[src/rtl/conv3x3_mac_unit.sv]
// Serial 3x3 signed dot-product unit: one weight/activation tap per cycle, valid/ready in and out.
// Optional build macro CONV3X3_RELU_EN clamps negative results to zero on the way out.
module conv3x3_mac_unit #(
    parameter int DATA_W = 8,
    parameter int ACC_W  = 20
) (
    input  logic                  clk,
    input  logic                  reset,
    input  logic [9*DATA_W-1:0]   filter_in,
    input  logic                  filter_load,
    output logic                  load_err,
    input  logic [9*DATA_W-1:0]   win_in,
    input  logic                  win_valid,
    output logic                  win_ready,
    output logic [ACC_W-1:0]      res_out,
    output logic                  res_valid,
    input  logic                  res_ready,
    output logic                  busy
);

    // Handshakes: a transfer happens on a rising edge where valid and ready are both high.
    typedef enum logic [1:0] {IDLE, MAC, DONE} state_t;

    state_t                    state_q, state_d;
    logic [9*DATA_W-1:0]       wts_q, wts_d;
    logic [9*DATA_W-1:0]       win_q, win_d;
    logic                      wts_loaded_q, wts_loaded_d;
    logic [ACC_W-1:0]          acc_q, acc_d;
    logic [3:0]                tap_q, tap_d;
    logic [ACC_W-1:0]          res_q, res_d;
    logic                      res_valid_q, res_valid_d;
    logic                      busy_q, busy_d;
    logic                      load_err_q, load_err_d;
    logic                      win_ready_q, win_ready_d;

    logic signed [DATA_W-1:0]   w_tap, a_tap;
    logic signed [2*DATA_W-1:0] prod;
    logic [ACC_W-1:0]           sum;

    // Tap 0 lives in the most significant byte of both packed words.
    always_comb begin
        w_tap = '0;
        a_tap = '0;
        for (int t = 0; t < 9; t++) begin
            if (tap_q == 4'(t)) begin
                w_tap = wts_q[(8-t)*DATA_W +: DATA_W];
                a_tap = win_q[(8-t)*DATA_W +: DATA_W];
            end
        end
        prod = w_tap * a_tap;
        sum  = acc_q + {{(ACC_W-2*DATA_W){prod[2*DATA_W-1]}}, prod};
    end

    always_comb begin
        state_d      = state_q;
        wts_d        = wts_q;
        win_d        = win_q;
        wts_loaded_d = wts_loaded_q;
        acc_d        = acc_q;
        tap_d        = tap_q;
        res_d        = res_q;
        load_err_d   = 1'b0;

        if (filter_load) begin
            if (state_q != MAC) begin
                wts_d        = filter_in;
                wts_loaded_d = 1'b1;
            end else begin
                load_err_d   = 1'b1;
            end
        end

        case (state_q)
            IDLE: begin
                if (win_valid && win_ready_q) begin
                    win_d   = win_in;
                    acc_d   = '0;
                    tap_d   = '0;
                    state_d = MAC;
                end
            end
            MAC: begin
                acc_d = sum;
                tap_d = tap_q + 4'd1;
                if (tap_q == 4'd8) begin
`ifdef CONV3X3_RELU_EN
                    res_d = sum[ACC_W-1] ? '0 : sum;
`else
                    res_d = sum;
`endif
                    state_d = DONE;
                end
            end
            DONE: begin
                if (res_ready) state_d = IDLE;
            end
            default: state_d = IDLE;
        endcase

        // Status outputs are registered from the next state so they line up with it.
        res_valid_d = (state_d == DONE);
        busy_d      = (state_d == MAC);
        win_ready_d = (state_d == IDLE) && wts_loaded_d;
    end

    always_ff @(posedge clk or posedge reset) begin
        if (reset) begin
            state_q      <= IDLE;
            wts_q        <= '0;
            win_q        <= '0;
            wts_loaded_q <= 1'b0;
            acc_q        <= '0;
            tap_q        <= '0;
            res_q        <= '0;
            res_valid_q  <= 1'b0;
            busy_q       <= 1'b0;
            load_err_q   <= 1'b0;
            win_ready_q  <= 1'b0;
        end else begin
            state_q      <= state_d;
            wts_q        <= wts_d;
            win_q        <= win_d;
            wts_loaded_q <= wts_loaded_d;
            acc_q        <= acc_d;
            tap_q        <= tap_d;
            res_q        <= res_d;
            res_valid_q  <= res_valid_d;
            busy_q       <= busy_d;
            load_err_q   <= load_err_d;
            win_ready_q  <= win_ready_d;
        end
    end

    assign res_out   = res_q;
    assign res_valid = res_valid_q;
    assign busy      = busy_q;
    assign load_err  = load_err_q;
    assign win_ready = win_ready_q;

endmodule

[config.mk]
export PLATFORM = sky130hd
export DESIGN_NAME = conv3x3_mac_unit
export DESIGN_NICKNAME = d
export VERILOG_FILES = /design/src/rtl/conv3x3_mac_unit.sv
export SDC_FILE = /design/constraint.sdc
export NUM_CORES = 1
export LEC_CHECK = 0
export CORE_ASPECT_RATIO = 1.1
export CORE_MARGIN = 2
export CORE_UTILIZATION = 50
export DETAILED_ROUTE_END_ITERATION = 6
export PLACE_DENSITY = 0.82
export SYNTH_ARGS = -nofsm -noshare
export SYNTH_HDL_FRONTEND = slang
export SYNTH_SLANG_ARGS = --single-unit
[constraint.sdc]
create_clock -name clk -period 8 [get_ports clk]
set_input_delay 0.8 -clock clk [delete_from_list [all_inputs] [get_ports clk]]
set_output_delay 0.8 -clock clk [all_outputs]
set_load 0.005 [all_outputs]
After elaboration in Yosys (flattened, before gate mapping) --
Index checks and enable logic that the tools add are counted.
Word-level totals: register bits after elaboration 195, bits of input ports 149, output and inout port bits 24
Cells by class: add/subtract/negate cells 2, multiply operators 1, eq/ne operators 14, mux-type cells 30, reductions and logical operators 10
Operator list (number):
- $mux 8 | 18
- $pmux 20 s2 | 1
- $add 20x20->20 | 1
- $mux 20 | 1
- $eq 4x3->1 const B | 4
- $mul 8x8->16 | 1
- $eq 4x2->1 const B | 2
- $pmux 4 s2 | 1
- $reduce_and 2->1 | 4
- $mux 2 | 3
- $pmux 2 s3 | 1
- $add 4x1->4 const B | 1
- $eq 2x1->1 const B | 2
- $eq 2x2->1 const B | 2
- $eq 4x1->1 const B | 1
- $eq 4x4->1 const B | 1
- $logic_not 2->1 | 2
- $logic_not 4->1 | 1
- $mux 1 | 4
- $mux 4 | 1
- $logic_and 1x1->1 | 2
- $ne 2x1->1 const B | 1
- $ne 2x2->1 const B | 1
- $reduce_bool 2->1 | 1

Longest topological paths before layout --
depth in word-level cells 13, gate-level depth with buffers 37, mapped depth without buffers 35

Least setup slack after synthesis --
OpenSTA, ideal clock, no wires.
path type flip-flop to flip-flop, from register tap_q[1], to register acc_q[19], library setup time 0.076 ns, data arrival time 7.328 ns, data required time 7.924 ns, slack 0.596 ns, stages on the path, launching flop included 34, buffers on the path 3, clock period less this slack 7.404 ns, cells stage by stage dfrtp_1 inv_1 ha_1 buf_2 buf_2 clkbuf_1 a21oi_1 o22ai_1 a221o_1 o221ai_1 or2_2 fa_1 fa_1 inv_1 fa_1 inv_1 fa_1 inv_1 ha_1 a21oi_1 o21bai_1 a21oi_1 o21ai_0 a21o_1 a21oi_1 xnor2_1 ha_1 a21oi_1 o21ai_0 a221oi_1 o21ai_0 xnor2_1 or3_1 o21ai_1
Between the ends: word-level cells in the longest chain between the ends 13, elaborated cells between the ends (all ways) 30
Ends and longest elaborated chain:
- start, declared | line 29 | logic [3:0] tap_q, tap_d;
- start signal, assigned | line 125 | tap_q <= tap_d;
- $logic_not 4->1 | line 45 | if (tap_q == 4'(t)) begin
- $mux 8 (9 in series) | line 45
- $mul 8x8->16 (*) | line 50 | prod = w_tap * a_tap;
- $add 20x20->20 (*) | line 51 | sum = acc_q + {{(ACC_W-2*DATA_W){prod[2*DATA_W-1]}}, prod};
- $pmux 20 s2 (*) | line 73 | case (state_q)
- end signal, assigned | line 112 | acc_q <= '0;
- end signal, assigned | line 124 | acc_q <= acc_d;
- end, declared | line 28 | logic [ACC_W-1:0] acc_q, acc_d;
Mark *: on every way between the ends. The rest lies on a longest branch, timed or not. A chain may end at the register's enable or synchronous reset.

Worst setup path in the final report --
Ends and elaborated chain as after synthesis.

==> results.md <==
- Critical Path End Type: flop
- Leading area contributor after synthesis: dfrtp_1
- Slowest cell on the critical path: fa_1
- Post-synth top area share: 0.412
- Die Area: 24900 µm²
- EDFF count, synth: 0
- DP Wirelength: 22600 µm
- GR Overflow Total: 0
- GP Congestion: 0.915
- DIE HEIGHT: 165 µm
- Worst Max-Slew Pin Slew: 1.01 ns
- CORE AREA: 23500 µm²
- Mapped Avg Cell Area: 10.9 µm²
- Slew HR: 0.326
- Worst Path Required: 8.38 ns
- Final period util: 0.976
- Internal reg-to-reg setup slack: 0.19 ns
- Deepest clock path buffer count: 2
- Most common flop cell mapped by yosys: dfrtp_1
- Netlist cell types: 48
- Post-Syn Area: 11800 µm²
- Post-synth ARST share: 1.00
- Die width: 151 µm
- Initial DRC Count: 660
- Hold slack: 0.483 ns
- Commonest cells in the netlist: dfrtp_1 (195), mux2_2 (151), inv_1 (93), nand2_1 (77), nor2_1 (73)
- CP peak stage delay: 0.55 ns
- Clock Root Buffer: clkbuf_16
- Crit path kind: flop to flop
- Most frequent cell after synthesis: dfrtp_1
- Area delta synth->final: 27.6%
- Share of post-route cells with drive strength above 1: 0.236
- Initial core utilization: 0.504
- Critical Path AT: 8.19 ns
- Clock transition at path regs: 0.08 ns
- CP dominant cell by count: fa_1
- DRT met1 WL: 12800 µm
- Final hold violation count: 0
- Total track usage: 0.247
- Post-route ant nets: 0
- CTS tree: built
- Drt first pass iters: 5
- Met3 routed WL: 1480 µm
- Final-report setup violation count: 0
- Synth area leaders: dfrtp_1 (41%), mux2_2 (14%), fa_1 (9.6%), ha_1 (5.6%), inv_1 (2.9%)
- Vias per cell: 5.64
- Sequential cell area: 4880 µm²
- Routed wire length: 30800 µm
- Syn Nets: 1344
- Max-cap violations: 0
- NumNets Final: 1544
- I/O Buffers: 172
- Fillers: 1832
- Row Count: 59
- Cts bufs inserted: 17
- Layout Utilization: 0.643
- Vias in the first global route: 9149
- Routed WL per cell: 19.2 µm
- H-tree Lvls: 4
- Fmax: 128 MHz
- Top layer in use: met4
- Skew-Pair Late Insertion Delay: 0.45 ns
- Skew final: 0.0136 ns
- Register area share after synthesis: 0.412
- TritonCTS Sinks: 195
- Post-route DRC: 0
- Startpoint Class: flop
- CP Max Fanout: 5
- Via count: 9054
- Initial antenna violation count: 1
- Mapped Cells: 1085
- Synth warn: 0
- Multi-input logic area: 6630 µm²
- # IOs: 173
- Fin. max-slew vios: 0
- Largest net degree at the start of global routing: 130
- Yosys reg bits: 195
- Routed wl met2: 15700 µm
- Hold WC Path Type: flop to flop
- Post-layout min period: 7.81 ns
- Hold buffers post-CTS: 0
- Status: finished clean
- First-pass GRT wire length: 47300 µm
[per-layer routing]
layer  GRT usage  vias up
li1            -     4143
met1       0.324     4550
met2       0.416      305
met3      0.0445       56
met4      0.0828        0
met5           0        -
[registers in the layout (all words and copies together) (netlist names), 2 cells and up]
signal and count:
win_q 72, wts_q 72, state_q 2, acc_q 20
res_out 20, tap_q 4
[layout make-up]
type	count	share of cell area
Clock inverter	14	0.0107
Sequential cell	195	0.323
Clock buffer	18	0.0291
Timing Repair Buffer	232	0.149
Tap cell	305	0.0253
Multi-Input combinational cell	746	0.439
Antenna cell	1	0.000166
Inverter	93	0.0236
[worst max-delay path: cells and delay by family (launching register included)]
family	cells	cell delay, ns
adders and majority gates	7	2.87
DFF	1	0.41
xor gates and xnor gates	2	0.47
muxes	1	0.21
and+or+nand+nor	4	0.77
buffers and inverters	6	0.49
AOI/OAI and AO/OA	13	2.53
[repair_timing]
item	in CTS	in global routing
setup buffers	4	11
gates cloned	0	2
pin swaps	1	24
gates resized for setup	3	50
setup endpoints to repair	2	11
[cells in the final DEF (no fill, tap or decap), types with 15 or more instances in the layout]
| cell type | synthesis | layout |
|---|---|---|
| xnor2_1 | 23 | 22 |
| dfrtp_1 | 195 | 194 |
| mux2_2 | 151 | 151 |
| ha_1 | 53 | 46 |
| nor2_1 | 73 | 71 |
| a21oi_1 | 53 | 48 |
| a221o_1 | 15 | 15 |
| fa_1 | 57 | 57 |
| a22o_1 | 16 | 16 |
| buf_4 | 0 | 53 |
| o21ai_0 | 56 | 46 |
| nor2b_1 | 27 | 26 |
| nand2_1 | 77 | 74 |
| or2_2 | 18 | 18 |
| clkdlybuf4s50_1 | 0 | 172 |
| clkbuf_16 | 0 | 19 |
| inv_1 | 93 | 89 |
[logic make-up after synthesis]
group                    Yosys count  share of synthesized area
multiplexers                     165                      0.155
AND/OR/NAND/NOR                  230                     0.0924
XOR/XNOR                          32                     0.0243
adder cells (fa/ha/maj)          110                      0.152
buffers and inverters            144                     0.0467
AO/OA/AOI/OAI                    209                      0.117
flip-flops                       195                      0.412
[metrics by stage]
step           cells  instance area, µm²  TNS [ns]  setup slack (ns)
2_1_floorplan   1085               11800         0             0.596
3_3_place_gp    1554               14100         0            0.0644
3_5_place_dp    1554               14100    -0.248            -0.130
4_1_cts         1590               14700         0            0.0126
5_1_grt         1603               15100    -0.373            -0.123
6_report        1604               15100         0             0.190
[final timing paths]
| kind | start | to | depth (start not counted) |
|---|---|---|---|
| setup / recovery | tap_q[1] | acc_q[19] | 33 |
| hold / removal | wts_loaded_q | wts_loaded_q | 1 |
| setup reg to reg | tap_q[1] | acc_q[19] | 33 |
| hold reg to reg | wts_loaded_q | wts_loaded_q | 1 |
| max in group asynchronous | reset | win_q[17] | 3 |
| min in group asynchronous | reset | win_q[48] | 2 |
Power is left out: the tool's default activity adds up to more than one toggle a clock period on the data nets, which glitch-free logic cannot reach.
